--- config.mk ---
export PLATFORM = sky130hd
export DESIGN_NAME = ibus_prefetcher
export DESIGN_NICKNAME = d
export VERILOG_FILES = /design/src/rtl/ibus_prefetcher.sv
export SDC_FILE = /design/constraint.sdc
export NUM_CORES = 1
export LEC_CHECK = 0
export CAP_MARGIN = 20
export CORE_MARGIN = 5
export CORE_UTILIZATION = 25
export DETAILED_ROUTE_END_ITERATION = 8
export PLACE_DENSITY = 0.45
export SLEW_MARGIN = 25
export SYNTH_ARGS = -nofsm -noshare
export SYNTH_HDL_FRONTEND = slang
export SYNTH_SLANG_ARGS = --single-unit
export TNS_END_PERCENT = 10
--- constraint.sdc ---
create_clock -name clk -period 5 [get_ports clk]
set_input_delay 0.5 -clock clk [delete_from_list [all_inputs] [get_ports clk]]
set_output_delay 0.5 -clock clk [all_outputs]
set_load 0.03 [all_outputs]
--- src/rtl/ibus_prefetcher.sv ---
`default_nettype none
// +--------------------------------------------------------------------------+
// | Module   : ibus_prefetcher                                               |
// | Purpose  : Instruction prefetcher. Issues 4-byte read requests on the    |
// |            instruction bus with at most one outstanding, buffers the     |
// |            returned words in a DEPTH-entry FIFO and presents them to the |
// |            core on a valid/ready stream. A redirect flushes the FIFO and |
// |            restarts fetch, and a bus fault halts fetch until the next    |
// |            redirect.                                                     |
// | Ports    : clk, rstn (async, active low)                                 |
// |            redirect, redirect_pc       - flush and restart fetch         |
// |            i_addr/i_w_rb/i_acc/i_wdata/i_req - bus request (read only)   |
// |            i_rdata/i_resp/i_fault      - bus response                    |
// |            out_valid/out_ready/out_instr/out_pc/out_fault - core stream  |
// | Options  : IPREFETCH_BYPASS_EN - when defined, a response that arrives   |
// |            with the FIFO empty is presented to the core in the same      |
// |            cycle and is not buffered if the core takes it at once.       |
// | Revision : 1.0 - initial release                                         |
// +--------------------------------------------------------------------------+

`ifndef XLEN
`define XLEN 32
`endif
`ifndef BUS_WIDTH
`define BUS_WIDTH 32
`endif
`ifndef BUS_ACC_CNT
`define BUS_ACC_CNT 4
`endif

module ibus_prefetcher #(
    parameter int                DEPTH    = 2,
    parameter logic [`XLEN-1:0]  RESET_PC = 32'h0000_0000
) (
    input  logic                            clk,
    input  logic                            rstn,
    input  logic                            redirect,
    input  logic [`XLEN-1:0]                redirect_pc,
    output logic [`XLEN-1:0]                i_addr,
    output logic                            i_w_rb,
    output logic [$clog2(`BUS_ACC_CNT)-1:0] i_acc,
    output logic [`BUS_WIDTH-1:0]           i_wdata,
    output logic                            i_req,
    input  logic [`BUS_WIDTH-1:0]           i_rdata,
    input  logic                            i_resp,
    input  logic                            i_fault,
    output logic                            out_valid,
    input  logic                            out_ready,
    output logic [31:0]                     out_instr,
    output logic [`XLEN-1:0]                out_pc,
    output logic                            out_fault
);

    localparam int c_XLEN  = `XLEN;
    localparam int c_ACC_W = $clog2(`BUS_ACC_CNT);
    localparam int c_PW    = $clog2(DEPTH);
    localparam int c_CW    = $clog2(DEPTH) + 1;

    localparam logic [c_ACC_W-1:0] c_ACC_WORD = c_ACC_W'(2);
    localparam logic [c_XLEN-1:0]  c_PC_STEP  = c_XLEN'(4);
    localparam logic [c_CW-1:0]    c_FULL     = c_CW'(DEPTH);
    localparam logic [c_CW-1:0]    c_CNT_ONE  = c_CW'(1);
    localparam logic [c_PW-1:0]    c_PTR_ONE  = c_PW'(1);

    localparam logic [1:0] c_IDLE    = 2'd0;
    localparam logic [1:0] c_WAIT    = 2'd1;
    localparam logic [1:0] c_DISCARD = 2'd2;
    localparam logic [1:0] c_HALT    = 2'd3;

    logic [1:0]        r_state;
    logic [c_XLEN-1:0] r_fetch_pc;
    logic              r_req;
    logic [c_PW-1:0]   r_rd_ptr;
    logic [c_PW-1:0]   r_wr_ptr;
    logic [c_CW-1:0]   r_count;
    logic [31:0]       r_instr [DEPTH];
    logic [c_XLEN-1:0] r_pc    [DEPTH];
    logic              r_fault [DEPTH];

    logic w_resp_ok;
    logic w_owed;
    logic w_push;
    logic w_pop;

    // Low address bits of the redirect target are forced to zero.
    wire w_unused = &{1'b0, redirect_pc[1:0]};

    assign i_addr  = r_fetch_pc;
    assign i_w_rb  = 1'b0;
    assign i_acc   = c_ACC_WORD;
    assign i_wdata = '0;
    assign i_req   = r_req;

    // A response is only kept when it belongs to the live request; a
    // same-cycle redirect makes it stale.
    assign w_resp_ok = (r_state == c_WAIT) && i_resp && !redirect;
    assign w_owed    = (r_state == c_WAIT) || (r_state == c_DISCARD);
    assign w_pop     = (r_count != '0) && out_ready && !redirect;

`ifdef IPREFETCH_BYPASS_EN
    logic w_bypass;
    assign w_bypass  = w_resp_ok && (r_count == '0);
    assign out_valid = (r_count != '0) || w_bypass;
    assign out_instr = w_bypass ? i_rdata[31:0] : r_instr[r_rd_ptr];
    assign out_pc    = w_bypass ? r_fetch_pc    : r_pc[r_rd_ptr];
    assign out_fault = w_bypass ? i_fault       : r_fault[r_rd_ptr];
    // A bypassed word taken by the core in the same cycle is never stored.
    assign w_push    = w_resp_ok && !(w_bypass && out_ready);
`else
    assign out_valid = (r_count != '0);
    assign out_instr = r_instr[r_rd_ptr];
    assign out_pc    = r_pc[r_rd_ptr];
    assign out_fault = r_fault[r_rd_ptr];
    assign w_push    = w_resp_ok;
`endif

    always_ff @(posedge clk or negedge rstn) begin
        if (!rstn) begin
            r_state    <= c_IDLE;
            r_fetch_pc <= RESET_PC;
            r_req      <= 1'b0;
            r_rd_ptr   <= '0;
            r_wr_ptr   <= '0;
            r_count    <= '0;
            for (int i = 0; i < DEPTH; i++) begin
                r_instr[i] <= '0;
                r_pc[i]    <= '0;
                r_fault[i] <= 1'b0;
            end
        end else begin
            r_req <= 1'b0;
            if (redirect) begin
                // Flush wins over any pop or push this cycle. If the bus
                // still owes a response it must be swallowed in DISCARD.
                r_fetch_pc <= {redirect_pc[c_XLEN-1:2], 2'b00};
                r_rd_ptr   <= '0;
                r_wr_ptr   <= '0;
                r_count    <= '0;
                r_state    <= (w_owed && !i_resp) ? c_DISCARD : c_IDLE;
            end else begin
                case (r_state)
                    c_IDLE: begin
                        // Gating on free space is what makes overflow impossible.
                        if (r_count < c_FULL) begin
                            r_req   <= 1'b1;
                            r_state <= c_WAIT;
                        end
                    end
                    c_WAIT: begin
                        if (i_resp) begin
                            r_fetch_pc <= r_fetch_pc + c_PC_STEP;
                            r_state    <= i_fault ? c_HALT : c_IDLE;
                        end
                    end
                    c_DISCARD: begin
                        if (i_resp) begin
                            r_state <= c_IDLE;
                        end
                    end
                    c_HALT: begin
                        r_state <= c_HALT;
                    end
                    default: r_state <= c_IDLE;
                endcase

                if (w_push) begin
                    r_instr[r_wr_ptr] <= i_rdata[31:0];
                    r_pc[r_wr_ptr]    <= r_fetch_pc;
                    r_fault[r_wr_ptr] <= i_fault;
                    r_wr_ptr          <= r_wr_ptr + c_PTR_ONE;
                end
                if (w_pop) begin
                    r_rd_ptr <= r_rd_ptr + c_PTR_ONE;
                end
                if (w_push && !w_pop) begin
                    r_count <= r_count + c_CNT_ONE;
                end else if (!w_push && w_pop) begin
                    r_count <= r_count - c_CNT_ONE;
                end
            end
        end
    end

endmodule
`default_nettype wire

Word level (Yosys, flattened, before mapping):

Cells that the tools add are included.

* flip-flop bits (word level): 169
* input port bits: 70
* output and inout port bits: 134
* word-level logic and storage cells: 89

* add/subtract/negate cells: 5
* magnitude comparators: 4
* eq/ne operators: 6
* multiplexer cells: 36
* bitwise gates (word level): 3
* reduce and logical (&&, ||, !) cells: 23

Operators by type and width (count)
* two-way mux 32 bit: 10
* bitwise mux 64 bit: 2
* adder 32 x 3 -> 32 bit (second input constant): 1
* demux 32 bit (select 1 bit): 1
* two-way mux 2 bit: 9
* two-way mux 1 bit: 11
* nonzero test 2 bit: 5
* != test 3 bit (second input constant): 3
* logical AND 1 bit: 8
* case mux 2 bit (4 select lines): 1
* equality test 2 bit (second input constant): 2
* greater-or-equal comparator 2 bit (second input constant): 2
* logical NOT 1 bit: 4
* NOT 1 -> 2 bit: 2
* AND reduction 2 bit: 2
* AND reduction 3 bit: 1
* nonzero test 3 bit: 1
* adder 1 bit (second input constant): 2
* adder 2 x 1 -> 2 bit (second input constant): 1
* bitwise mux 2 bit: 1
* equality test 2 x 1 -> 1 bit (second input constant): 1
* logical NOT 2 bit: 1
* less-than comparator 2 x 1 -> 1 bit (second input constant): 1
* less-than comparator 2 bit (second input constant): 1
* 4 further kinds: 4

Depth between registers and ports, before layout:

* word-level depth: 8
* gate-level depth with buffers: 8
* gate-level depth less buffers: 6

Worst setup path before layout:

Ideal clock, no wire load.

* kind: flip-flop to flip-flop
* start: register r_fetch_pc[2], in the netlist i_addr[2]
* end: register r_fetch_pc[16], in the netlist i_addr[16]
* data arrival time: 1.944 ns
* data required time: 4.918 ns
* path slack: 2.974 ns
* cell stages (with the launch flop): 8
* path buffers: 2
* path through: dfrtp_1 -> ha_1 -> and3_1 -> buf_2 -> nand4_4 -> buf_6 -> or4_1 -> a31oi_1

* longest elaborated chain between the ends: 4

RTL lines
* start: declaration: line 71 `logic [c_XLEN-1:0] r_fetch_pc;`
* start signal: assignment: line 135 `r_fetch_pc <= {redirect_pc[c_XLEN-1:2], 2'b00};`
* start signal: assignment: line 151 `r_fetch_pc <= r_fetch_pc + c_PC_STEP;`
* adder 32 x 3 -> 32 bit: line 151
* two-way mux 32 bit: line 150 `if (i_resp) begin`
* two-way mux 32 bit: line 141 `case (r_state)`
* two-way mux 32 bit: line 132 `if (redirect) begin`

Every way passes these cells. The select of a mux whose other input is x is not followed.
A chain may end at the register's enable or synchronous reset.

Final worst setup path:

* start: register r_rd_ptr
* end: output out_pc[31]

* longest elaborated chain between the ends: 4

RTL lines
* start: declaration: line 73 `logic [c_PW-1:0] r_rd_ptr;`
* start signal: assignment: line 173 `r_rd_ptr <= r_rd_ptr + c_PTR_ONE;`
* NOT 1 -> 2 bit (not written as such): line 112 `assign out_pc = r_pc[r_rd_ptr];`
* two-way mux 32 bit (not written as such) (3 in series): line 112
* end: declaration: line 50 `` output logic [`XLEN-1:0] out_pc, ``

Every way passes these cells. The select of a mux whose other input is x is not followed.

==> qor.txt <==
status = finished clean
Net Sw Power = 0.00218 W
distinct cell type count after synthesis = 38
Initial DRC Count = 147
Post-Synth Adder-Cell Area = 0.800%
slowest stage cell, crit path = dfrtp_4
Slew HR = 40.2%
hpwl dp = 13.4 mm
Critical Path End Type = output port
Mapped Area = 7820 sq um
routed vias = 5162
Final WS setup = 2.03 ns
DRC = 0
Worst-Margin Slew = 0.894 ns
Pleak = 4.32 nW
Num CTS Buffers = 17
Die Y = 187 um
CTS hold repair buffers = 0
die footprint = 34900 sq um
H-tree depth = 4
CP startpoint kind = flip-flop
cts repair resizes = 0
Comb pwr share = 43.6%
worst reg2reg setup slack = 2.35 ns
switching share of power = 36.2%
RePlAce Congestion = 0.704
CTS tree = done
power density cells = 586 nW/um^2
layout cells sized above 1 = 30.2%
pre-CTS setup slack = 1.88 ns
Synth Area in Compound Gates = 4.74%
post-CTS setup buffers = 0
worst skew pair latency = 0.42 ns
initial antenna violation count = 0
R2R cell count = 6
CP max stage delay = 0.72 ns
Critical Path End = out_pc[31]
Hold Fails Final Rpt = 0
Post-Synth XOR/XNOR Area = 1.68%
Yosys top cell area share = 52.2%
number of synthesis warnings = 0
Starting Density = 25.4%
Gate Count Post-Synth = 615
IO Count = 204
clk slew on worst S/H paths = 0.07 ns
Hold WC Path Type = in2async
CP startpoint = r_rd_ptr
global-route wire length before repair = 32.7 mm
Via density = 4.40
Tmin final = 2.97 ns
cell-internal power = 0.00386 W
number of diodes = 0
Setup CP Type = reg2out
Util after Layout = 33.5%
# rows = 64
final setup violation count = 0
Register Area = 4080 sq um
mux share of post-synthesis cell area = 27.2%
total power = 0.00604 W
Post-Synth Simple-Gate Area = 7.15%
Fin Setup TNS = 0 ns
Req. time, crit path = 4.50 ns
Final Cycle Share = 59.4%
NumNets Final = 840
vias in the first global route = 5577
RSZ-0062 raised after global routing = no
Slew Viols, Final = 0
core footprint = 30700 sq um
Port Buffer Count = 162
Clock Skew = 0.00961 ns
DR pass1 iterations = 4
worst-path cell chain = buf_16 > mux2_2 > clkdlybuf4s50_1
combinational family with the most area after synthesis = multiplexers
Clk network pwr share = 21.5%
buffer depth of the longest clock path = 2
FF+latch count, synth = 163
sequential power share = 34.9%
Critical Path AT = 2.47 ns
antenna-violating nets left = 0
Mapped Avg Cell Area = 12.7 sq um
sequential area share after synthesis = 52.2%
Multi-input gate area = 3400 sq um
largest net degree at the start of global routing = 98
Worst VDD drop = 0.000225 V
Yosys top cell by area = dfrtp_1
Hold WS = 0.121 ns
Reg2Reg Capture Point = r_pc[59]
maxcap violations = 0
routed len/inst = 17.2 um
GR Overflow Total = 0
clk sinks = 163
f_max = 337 MHz
Crit Path Max Fanout = 40
die width = 187 um
Clock Tree Root = clkbuf_16
Fillers = 3095
r2r startpoint = r_state[1]
Area Growth Syn to Fin = 31.7%
top cells by area, synth = dfrtp_1 52%, mux2_2 27%, buf_4 3.7%
Total Routing Usage GR = 11.7%
final wirelength = 20.2 mm
## cell type report
cell class,count,area share (%)
Tap cell,396,4.81
Timing Repair Buffer,170,16.7
Clock buffer,19,4.40
Inverter,6,0.219
Multi-Input combinational cell,407,33.0
Sequential cell,163,39.6
Clock inverter,13,1.23
## layer usage
metal	vias to the layer above	share of wire, %	wire, um	GRT usage [%]
met5	-	0	0	0
met4	0	1.6	327	3.90
met3	14	3.8	764	2.82
met2	119	47	9510	18.7
met1	2592	48	9620	15.7
li1	2437	-	-	-
## layout by cell type (no fill, tap or decap), types with 2 or more instances in the layout
master,count
conb_1,39
a31oi_1,18
o21ai_0,18
or3_1,2
clkdlybuf4s50_1,161
o31ai_1,16
clkbuf_16,17
clkinvlp_4,4
nand3_1,10
and2_1,2
nand2_1,23
nand4_1,9
inv_6,4
ha_1,5
buf_4,6
nor2_1,23
and3_1,6
clkbuf_8,3
mux2_2,188
clkinv_4,3
xnor2_1,4
dfrtp_1,162
and4_1,3
inv_1,6
or4_1,16
xor2_1,11
## how the worst min path moves through the flow
stage / to / slack, ns / cells past startpoint
after floorplan: i_addr[10] / 0.20 / 0
after global placement: r_pc[13] / 0.47 / 2
after detailed placement: r_pc[15] / 0.47 / 2
after CTS: r_pc[19] / 0.21 / 1
after global routing: r_pc[19] / 0.19 / 1
final: r_pc[19] / 0.12 / 1
## cell families after synthesis
kind of cell,count (synthesis)
AO/OA/AOI/OAI,58
XOR/XNOR,15
adder cells (fa/ha/maj),5
buffers and inverters,82
flip-flops,163
multiplexers,189
other,2
AND/OR/NAND/NOR,101
## synth_stat cells (all sizes together)
library cell,count
o21ai,18
a211oi,1
o21ba,1
inv,6
mux2,188
or3,2
buf,55
nor2,23
xor2,11
and3,6
a2bb2oi,1
or4,16
or2,1
nand3b,1
a31oi,18
o31ai,16
nor3,1
mux2i,1
nand3,10
dfrtp,163
nand4,11
a21o,1
nor2b,1
xnor2,4
and4,3
clkbuf,21
o32ai,1
and2,2
conb,2
nand2,23
a21oi,1
ha,5
nor3b,1
## state kept, by name (all words and copies together), names as in the netlist
register and flops:
i_addr 30, i_req 1, r_count 2, r_fault 2, r_instr 64, r_pc 60, r_rd_ptr 1, r_state 2
r_wr_ptr 1
## power groups by stage
stage,logic [W],registers (W),clock network (W)
finish,0.00263,0.00211,0.00130
global route,0.00282,0.00217,0.00141
CTS,0.00268,0.00211,0.00136
detailed placement,0.00267,0.00213,0
floorplan,0.00172,0.00208,0
global placement,0.00262,0.00216,0
## critical path, delay by kind of cell (launching register included)
family                 cells  cell delay, ns
flip-flops                 1            0.72
buffers and inverters      2            0.95
multiplexers               1            0.37
## through the flow
| stage | cells | instance area (sq um) |
|---|---|---|
| global route | 1174 | 10300 |
| floorplan | 652 | 7960 |
| detailed placement | 1142 | 9720 |
| CTS | 1174 | 10300 |
| global placement | 1141 | 9690 |
| finish | 1174 | 10300 |
Power figures use the tool's default switching activity.
